`src/rtl/alg_seq_pkg.sv`:
```
// Shared types and constants for the ECG sample sequencer (RX byte framing, TX result framing).
package alg_seq_pkg;

    localparam int   SAMPLE_W = 11;
    localparam logic MARK_LO  = 1'b0;
    localparam logic MARK_HI  = 1'b1;

    typedef enum logic {
        RX_LO,
        RX_HI
    } rx_state_t;

    typedef enum logic [1:0] {
        TX_IDLE,
        TX_SEND_LO,
        TX_SEND_HI
    } tx_state_t;

endpackage

```
`src/rtl/alg_seq_fifo.sv`:
```
// Synchronous FIFO with fall-through read data; a push into a full FIFO only lands if a pop frees a slot.
module alg_seq_fifo #(
    parameter int WIDTH = 11,
    parameter int DEPTH = 8
) (
    input  logic                   clk,
    input  logic                   nrst,
    input  logic                   push,
    input  logic                   pop,
    input  logic [WIDTH-1:0]       wdata,
    output logic [WIDTH-1:0]       rdata,
    output logic                   full,
    output logic                   empty,
    output logic [$clog2(DEPTH):0] level
);

    localparam int              AW       = $clog2(DEPTH);
    localparam logic [AW-1:0]   PTR_ONE  = AW'(1);
    localparam logic [AW:0]     LVL_ONE  = (AW+1)'(1);
    localparam logic [AW:0]     LVL_FULL = (AW+1)'(DEPTH);

    logic [WIDTH-1:0] mem [DEPTH];
    logic [AW-1:0]    wr_ptr;
    logic [AW-1:0]    rd_ptr;
    logic             do_push;
    logic             do_pop;

    assign full    = (level == LVL_FULL);
    assign empty   = (level == '0);
    assign do_pop  = pop && !empty;
    assign do_push = push && (!full || do_pop);
    assign rdata   = mem[rd_ptr];

    always_ff @(posedge clk or negedge nrst) begin
        if (!nrst) begin
            wr_ptr <= '0;
            rd_ptr <= '0;
            level  <= '0;
        end else begin
            if (do_push) wr_ptr <= wr_ptr + PTR_ONE;
            if (do_pop)  rd_ptr <= rd_ptr + PTR_ONE;
            if (do_push && !do_pop)
                level <= level + LVL_ONE;
            else if (do_pop && !do_push)
                level <= level - LVL_ONE;
        end
    end

    always_ff @(posedge clk) begin
        if (do_push) mem[wr_ptr] <= wdata;
    end

endmodule

```
`src/rtl/alg_sample_sequencer.sv`:
```
// Decodes RX sample pairs into a FIFO, feeds alg_core one sample per tick, frames rr_period results for TX.
// Optional ALG_SEQ_STATS_EN adds sample_cnt / underrun_cnt statistics ports.
module alg_sample_sequencer
    import alg_seq_pkg::*;
#(
    parameter int SAMPLE_W   = alg_seq_pkg::SAMPLE_W,
    parameter int FIFO_DEPTH = 8,
    parameter int SAMPLE_DIV = 100000,
    parameter int RR_W       = 16,
    parameter int PEAK_W     = 32
) (
    input  logic                        clk,
    input  logic                        nrst,
    input  logic                        en,
    input  logic [7:0]                  rx_data,
    input  logic                        rx_valid,
    output logic [7:0]                  tx_data,
    output logic                        tx_valid,
    input  logic                        tx_ready,
    output logic                        core_ce,
    output logic [SAMPLE_W-1:0]         core_ecg_value,
    output logic                        core_data_valid,
    input  logic [RR_W-1:0]             core_rr_period,
    input  logic [PEAK_W-1:0]           core_r_peak_sample_num,
    output logic [$clog2(FIFO_DEPTH):0] fifo_level,
    output logic                        ovf,
    output logic                        frame_err,
    output logic                        result_lost
`ifdef ALG_SEQ_STATS_EN
    ,
    output logic [15:0]                 sample_cnt,
    output logic [7:0]                  underrun_cnt
`endif
);

    localparam int               DIV_W    = $clog2(SAMPLE_DIV);
    localparam logic [DIV_W-1:0] DIV_LAST = DIV_W'(SAMPLE_DIV - 1);
    localparam logic [DIV_W-1:0] DIV_ONE  = DIV_W'(1);

    rx_state_t             rx_state;
    logic [6:0]            lo_hold;
    logic                  push_vld_p1;
    logic [SAMPLE_W-1:0]   push_data_p1;

    logic [SAMPLE_W-1:0]   fifo_rdata;
    logic                  fifo_full;
    logic                  fifo_empty;
    logic [DIV_W-1:0]      div_cnt;
    logic                  tick;
    logic                  pop;

    logic [PEAK_W-1:0]     prev_peak;
    logic [RR_W-1:0]       pend;
    logic                  pend_v;
    logic [15:0]           pend_word;
    logic                  capture;
    logic                  load;
    tx_state_t             tx_state;
    logic [7:0]            tx_hi;

    // ---- stage p0 -> p1: RX byte framing, decoded sample registered for the FIFO push
    always_ff @(posedge clk or negedge nrst) begin
        if (!nrst) begin
            rx_state    <= RX_LO;
            push_vld_p1 <= 1'b0;
            frame_err   <= 1'b0;
        end else begin
            push_vld_p1 <= 1'b0;
            frame_err   <= 1'b0;
            if (rx_valid) begin
                case (rx_state)
                    RX_LO: begin
                        if (rx_data[7] == MARK_LO) rx_state  <= RX_HI;
                        else                       frame_err <= 1'b1;
                    end
                    RX_HI: begin
                        // A second low byte replaces the held one; the pair restarts from it.
                        if (rx_data[7] == MARK_LO) begin
                            frame_err <= 1'b1;
                        end else begin
                            rx_state <= RX_LO;
                            if (rx_data[6:4] == 3'b000) push_vld_p1 <= 1'b1;
                            else                        frame_err   <= 1'b1;
                        end
                    end
                    default: rx_state <= RX_LO;
                endcase
            end
        end
    end

    always_ff @(posedge clk) begin
        if (rx_valid && rx_data[7] == MARK_LO)
            lo_hold <= rx_data[6:0];
        if (rx_valid && rx_state == RX_HI && rx_data[7] == MARK_HI)
            push_data_p1 <= SAMPLE_W'({rx_data[3:0], lo_hold});
    end

    alg_seq_fifo #(
        .WIDTH (SAMPLE_W),
        .DEPTH (FIFO_DEPTH)
    ) u_fifo (
        .clk   (clk),
        .nrst  (nrst),
        .push  (push_vld_p1),
        .pop   (pop),
        .wdata (push_data_p1),
        .rdata (fifo_rdata),
        .full  (fifo_full),
        .empty (fifo_empty),
        .level (fifo_level)
    );

    assign tick = en && (div_cnt == DIV_LAST);
    assign pop  = tick && !fifo_empty;

    // ---- stage p1 -> p2: sample-rate tick, pop and core feed
    always_ff @(posedge clk or negedge nrst) begin
        if (!nrst) begin
            div_cnt         <= '0;
            core_ce         <= 1'b0;
            core_data_valid <= 1'b0;
            core_ecg_value  <= '0;
            ovf             <= 1'b0;
        end else begin
            div_cnt         <= (en && !tick) ? div_cnt + DIV_ONE : '0;
            core_ce         <= en;
            core_data_valid <= pop;
            if (pop) core_ecg_value <= fifo_rdata;
            if (push_vld_p1 && fifo_full && !pop) ovf <= 1'b1;
        end
    end

    assign pend_word = 16'(pend);
    assign capture   = en && (core_r_peak_sample_num != prev_peak);
    assign load      = (tx_state == TX_IDLE) && pend_v;

    // ---- result capture and TX framing (low byte first)
    always_ff @(posedge clk or negedge nrst) begin
        if (!nrst) begin
            prev_peak   <= '0;
            pend_v      <= 1'b0;
            result_lost <= 1'b0;
            tx_state    <= TX_IDLE;
            tx_valid    <= 1'b0;
            tx_data     <= '0;
        end else begin
            prev_peak <= core_r_peak_sample_num;
            // A capture coinciding with a load refills pend for the next frame.
            if (capture)   pend_v <= 1'b1;
            else if (load) pend_v <= 1'b0;
            if (capture && pend_v && !load) result_lost <= 1'b1;
            case (tx_state)
                TX_IDLE: begin
                    if (pend_v) begin
                        tx_state <= TX_SEND_LO;
                        tx_valid <= 1'b1;
                        tx_data  <= pend_word[7:0];
                    end
                end
                TX_SEND_LO: begin
                    if (tx_ready) begin
                        tx_state <= TX_SEND_HI;
                        tx_data  <= tx_hi;
                    end
                end
                TX_SEND_HI: begin
                    if (tx_ready) begin
                        tx_state <= TX_IDLE;
                        tx_valid <= 1'b0;
                    end
                end
                default: begin
                    tx_state <= TX_IDLE;
                    tx_valid <= 1'b0;
                end
            endcase
        end
    end

    always_ff @(posedge clk) begin
        if (capture) pend  <= core_rr_period;
        if (load)    tx_hi <= pend_word[15:8];
    end

`ifdef ALG_SEQ_STATS_EN
    function automatic logic [7:0] sat_inc8(input logic [7:0] v);
        return (v == 8'hFF) ? v : v + 8'd1;
    endfunction

    always_ff @(posedge clk or negedge nrst) begin
        if (!nrst) begin
            sample_cnt   <= '0;
            underrun_cnt <= '0;
        end else begin
            if (pop)                 sample_cnt   <= sample_cnt + 16'd1;
            if (tick && fifo_empty)  underrun_cnt <= sat_inc8(underrun_cnt);
        end
    end
`endif

endmodule

```
`config.mk`:
```
export PLATFORM = sky130hd
export DESIGN_NAME = alg_sample_sequencer
export DESIGN_NICKNAME = d
export VERILOG_FILES = /design/src/rtl/alg_seq_pkg.sv /design/src/rtl/alg_seq_fifo.sv /design/src/rtl/alg_sample_sequencer.sv
export SDC_FILE = /design/constraint.sdc
export NUM_CORES = 1
export LEC_CHECK = 0
export ABC_AREA = 1
export BUFFER_PORTS_ARGS = -buffer_cell sky130_fd_sc_hd__buf_4
export CAP_MARGIN = 10
export CORE_MARGIN = 5
export CORE_UTILIZATION = 53
export CTS_CLUSTER_DIAMETER = 150
export DETAILED_ROUTE_END_ITERATION = 10
export GPL_TIMING_DRIVEN = 0
export PLACE_DENSITY = 0.86
export SYNTH_ARGS = -nofsm -noshare
export SYNTH_HDL_FRONTEND = slang
export SYNTH_HIERARCHICAL = 1
export SYNTH_SLANG_ARGS = --single-unit
export TNS_END_PERCENT = 5
```
`constraint.sdc`:
```
create_clock -name clk -period 2.5 [get_ports clk]
set_input_delay 0.625 -clock clk [delete_from_list [all_inputs] [get_ports clk]]
set_output_delay 0.625 -clock clk [all_outputs]
set_load 0.05 [all_outputs]
```
==> results.md <==
- Crit-path max FO: 11
- Residual DRC: 0
- Gr ovfl total: 0
- RSZ-0062 raised after global routing: yes
- FFs w/ async S/R, synth: between 40% and 50%
- Area leader, netlist: edfxtp_1
- Max Buffers Root-to-Sink: 3
- Final cell count without fillers: about 1.2k
- Maxcap violations: 0
- Area Growth Syn to Fin: 24.37%
- Hold Crit Class: in -> async
- 1st-iter DRT viols: roughly 500
- Die Span X: approximately 140 µm
- Final Util: 66.70%
- Gate Count Post-Synth: 787
- Root Buffer: clkbuf_16
- Router iterations before antenna repair: 6
- Area of the die: 19280 µm²
- Slew HR: about two fifths
- Final min period: around 2.5 ns
- Main synth FF type: edfxtp_1
- Num CTS Buffers: 22
- Share of the synthesized area in the top cell type: about 44%
- Fmax: 405.7 MHz
- Vias in the first global route: between 6k and 7k
- CTS sink cnt: approximately 220
- CP required: roughly 2.6 ns
- CTS tree: yes
- Leak: around 4.7 nW
- Library cells used by synthesis: 34
- Fillers: around 1.1k
- Initial antenna violation count: 0
- Initial Util: 53.63%
- Die H: roughly 140 µm
- Kind of critical path: reg -> reg
- Yosys reg bits: between 200 and 250
- Max IR drop VDD: approximately 0.6 mV
- Clock slew at reported path FFs: ~0.06 ns
- Clock latency on the worst-skew pair: slightly below 0.5 ns
- Ys Warns: 6
- Drt total wl: 18.22 mm
- Syn Area/Cell: 11.18 µm²
- Design Power: between 9 and 10 mW
- Most common cell after layout, fill and taps aside: nand2_1
- Global-route wire length before repair: ~30 mm
- Worst reg2reg setup slack: roughly 0.035 ns
- Nets: 992
- Mapped Area: between 8000 and 9000 µm²
- Num ports: 90
- Ant diodes: 0
- CTS H-tree lvls: 1
- Number of synthesized flops with an enable pin: between 100 and 150
- Status: complete, no violations
- WL per Instance: between 15 and 20 µm
- Final GP Congestion: ~0.84
- FF-to-FF End: u_fifo/mem[7][9]
- Worst slew pin tran: 0.9038 ns
- Critical Path Start Type: flip-flop
- DRT antenna net count: 0
- DP Cell Count: 1096
- Crit path capture type: flip-flop
- Via count: between 5k and 6k
- Final setup fails: 0
- Total GRT Usage: 18.56%
- Tcrit/Tclk final: between 90% and 100%
- Register area share after synthesis: a little over two thirds
- Final slew viol count: 0
- Top cells by area, synth: edfxtp_1 44%, dfrtp_1 25%, nand2_1 10%, nor2_1 4.6%, xnor2_1 2.8%
- FF-to-FF Start: div_cnt[5]
- Largest net degree at the start of global routing: 90
- Most frequent cells in the layout: 233 x nand2_1, 130 x edfxtp_1, 110 x buf_4, 102 x nor2_1, 84 x dfrtp_1
- CORE AREA: ~16000 µm²
- Num rows: 47
- Vias per cell: between 5 and 6
- WP data arrival: between 2 and 3 ns
- FF-to-FF path depth: 10
- Final Skew: between 0.009 and 0.01 ns
- Syn_nets: about 860
- Layout cells sized above 1: a little under a quarter
- Power Density: 829.2 nW/µm²
- Detail Placement HPWL: 11.88 mm
- Port Buffers: 89
- Final Hold Viols: 0
## cells in the mapped netlist, drive strengths merged (3+ instances only)
cell    instances
buf            18
nand4           3
a31oi           8
dfrtp          89
edfxtp        130
ha              6
xnor2          28
nand3          14
nor2          112
o21ai          55
a21oi           6
nor3           12
xor2            3
nand2         240
inv            53
## area by class of cell
class / instances / area (µm²) / share of cell area, %
Sequential cell: 219 / 6137 / 56.08
Clock inverter: 11 / 135.1 / 1.235
Inverter: 54 / 220.2 / 2.012
Tap cell: 220 / 275.3 / 2.515
Clock buffer: 29 / 618.1 / 5.648
Timing Repair Buffer: 114 / 938.4 / 8.574
Multi-Input combinational cell: 495 / 2476 / 22.62
Buffer: 18 / 143.9 / 1.315
## worst max-delay path: stages, from the launching register on
cell and delay, ns:
dfrtp_2 0.44, nor2_2 0.13, nand3_2 0.09, nor3_4 0.22, nand3_2 0.15, inv_4 0.13
inv_2 0.03, nand4_1 0.15, nand2_4 0.10, buf_4 0.18, nor3_4 0.48
## power by group
group	leakage (nW)	switching, mW	internal, mW
Clock	0.360	1.30	2.05
Combinational	2.03	0.973	0.486
Sequential	2.28	0.154	4.11
Total	4.67	2.43	6.65
## per-layer routing
metal	wire length, µm	share of wire, %	track usage [%]	vias up
li1	-	-	-	2862
met1	7252	40	24.45	2866
met3	1346	7.4	3.345	35
met2	9258	51	31.78	223
met4	361	2.0	5.510	0
met5	0	0	0	-
## registers in the layout (all words and copies together), names as in the netlist
| signal | flops |
|---|---|
| push_vld_p1 | 1 |
| div_cnt | 17 |
| tx_state | 2 |
| core_data_valid | 1 |
| ovf | 1 |
| result_lost | 1 |
| push_data_p1 | 11 |
| lo_hold | 7 |
| prev_peak | 32 |
| pend | 16 |
| frame_err | 1 |
| u_fifo/wr_ptr | 3 |
| tx_hi | 8 |
| tx_data | 8 |
| pend_v | 1 |
| u_fifo/rd_ptr | 3 |
| rx_state | 1 |
| u_fifo/mem | 88 |
| tx_valid | 1 |
| u_fifo/level | 4 |
| core_ecg_value | 11 |
| core_ce | 1 |
## how the worst max path moves through the flow
| stage | startpoint | cells past startpoint | slack [ns] | to |
|---|---|---|---|---|
| final | div_cnt[5] | 10 | 0.04 | u_fifo/mem[7][9] |
| after CTS | div_cnt[8] | 15 | 0.02 | u_fifo/level[2] |
| after global placement | en | 10 | -0.53 | u_fifo/mem[2][0] |
| after detailed placement | en | 10 | -0.56 | u_fifo/mem[2][0] |
| after global routing | div_cnt[5] | 16 | -0.08 | u_fifo/level[3] |
| after floorplan | u_fifo/level[2] | 16 | 0.02 | u_fifo/level[2] |
## stage by stage
step	setup WS, ns	area [µm²]	setup TNS, ns	hold WS (ns)
6_report	0.03534	10940	0	0.07876
5_1_grt	-0.07669	10940	-2.373	0.1069
4_1_cts	0.01832	10800	0	0.2350
3_5_place_dp	-0.5583	9789	-44.79	0.4084
3_3_place_gp	-0.5347	9789	-41.81	0.4017
2_1_floorplan	0.01515	8846	0	0.3294
## timing repair
action / 4_1_cts / 5_1_grt
hold buffers: 0 / 0
endpoints found under the setup margin: 91 / 91
setup buffers: 17 / 7
resized for setup: 21 / 17
pin swaps: 7 / 9
## cell families after synthesis
logic type / Yosys count / synth area share, %
adders and majority gates: 7 / 1.081
buffers and inverters: 73 / 4.152
AOI/OAI and AO/OA: 71 / 4.209
xor gates and xnor gates: 31 / 3.086
DFF: 219 / 69.67
and+or+nand+nor: 386 / 17.80
Note: power is estimated with default switching activity, not from simulation.
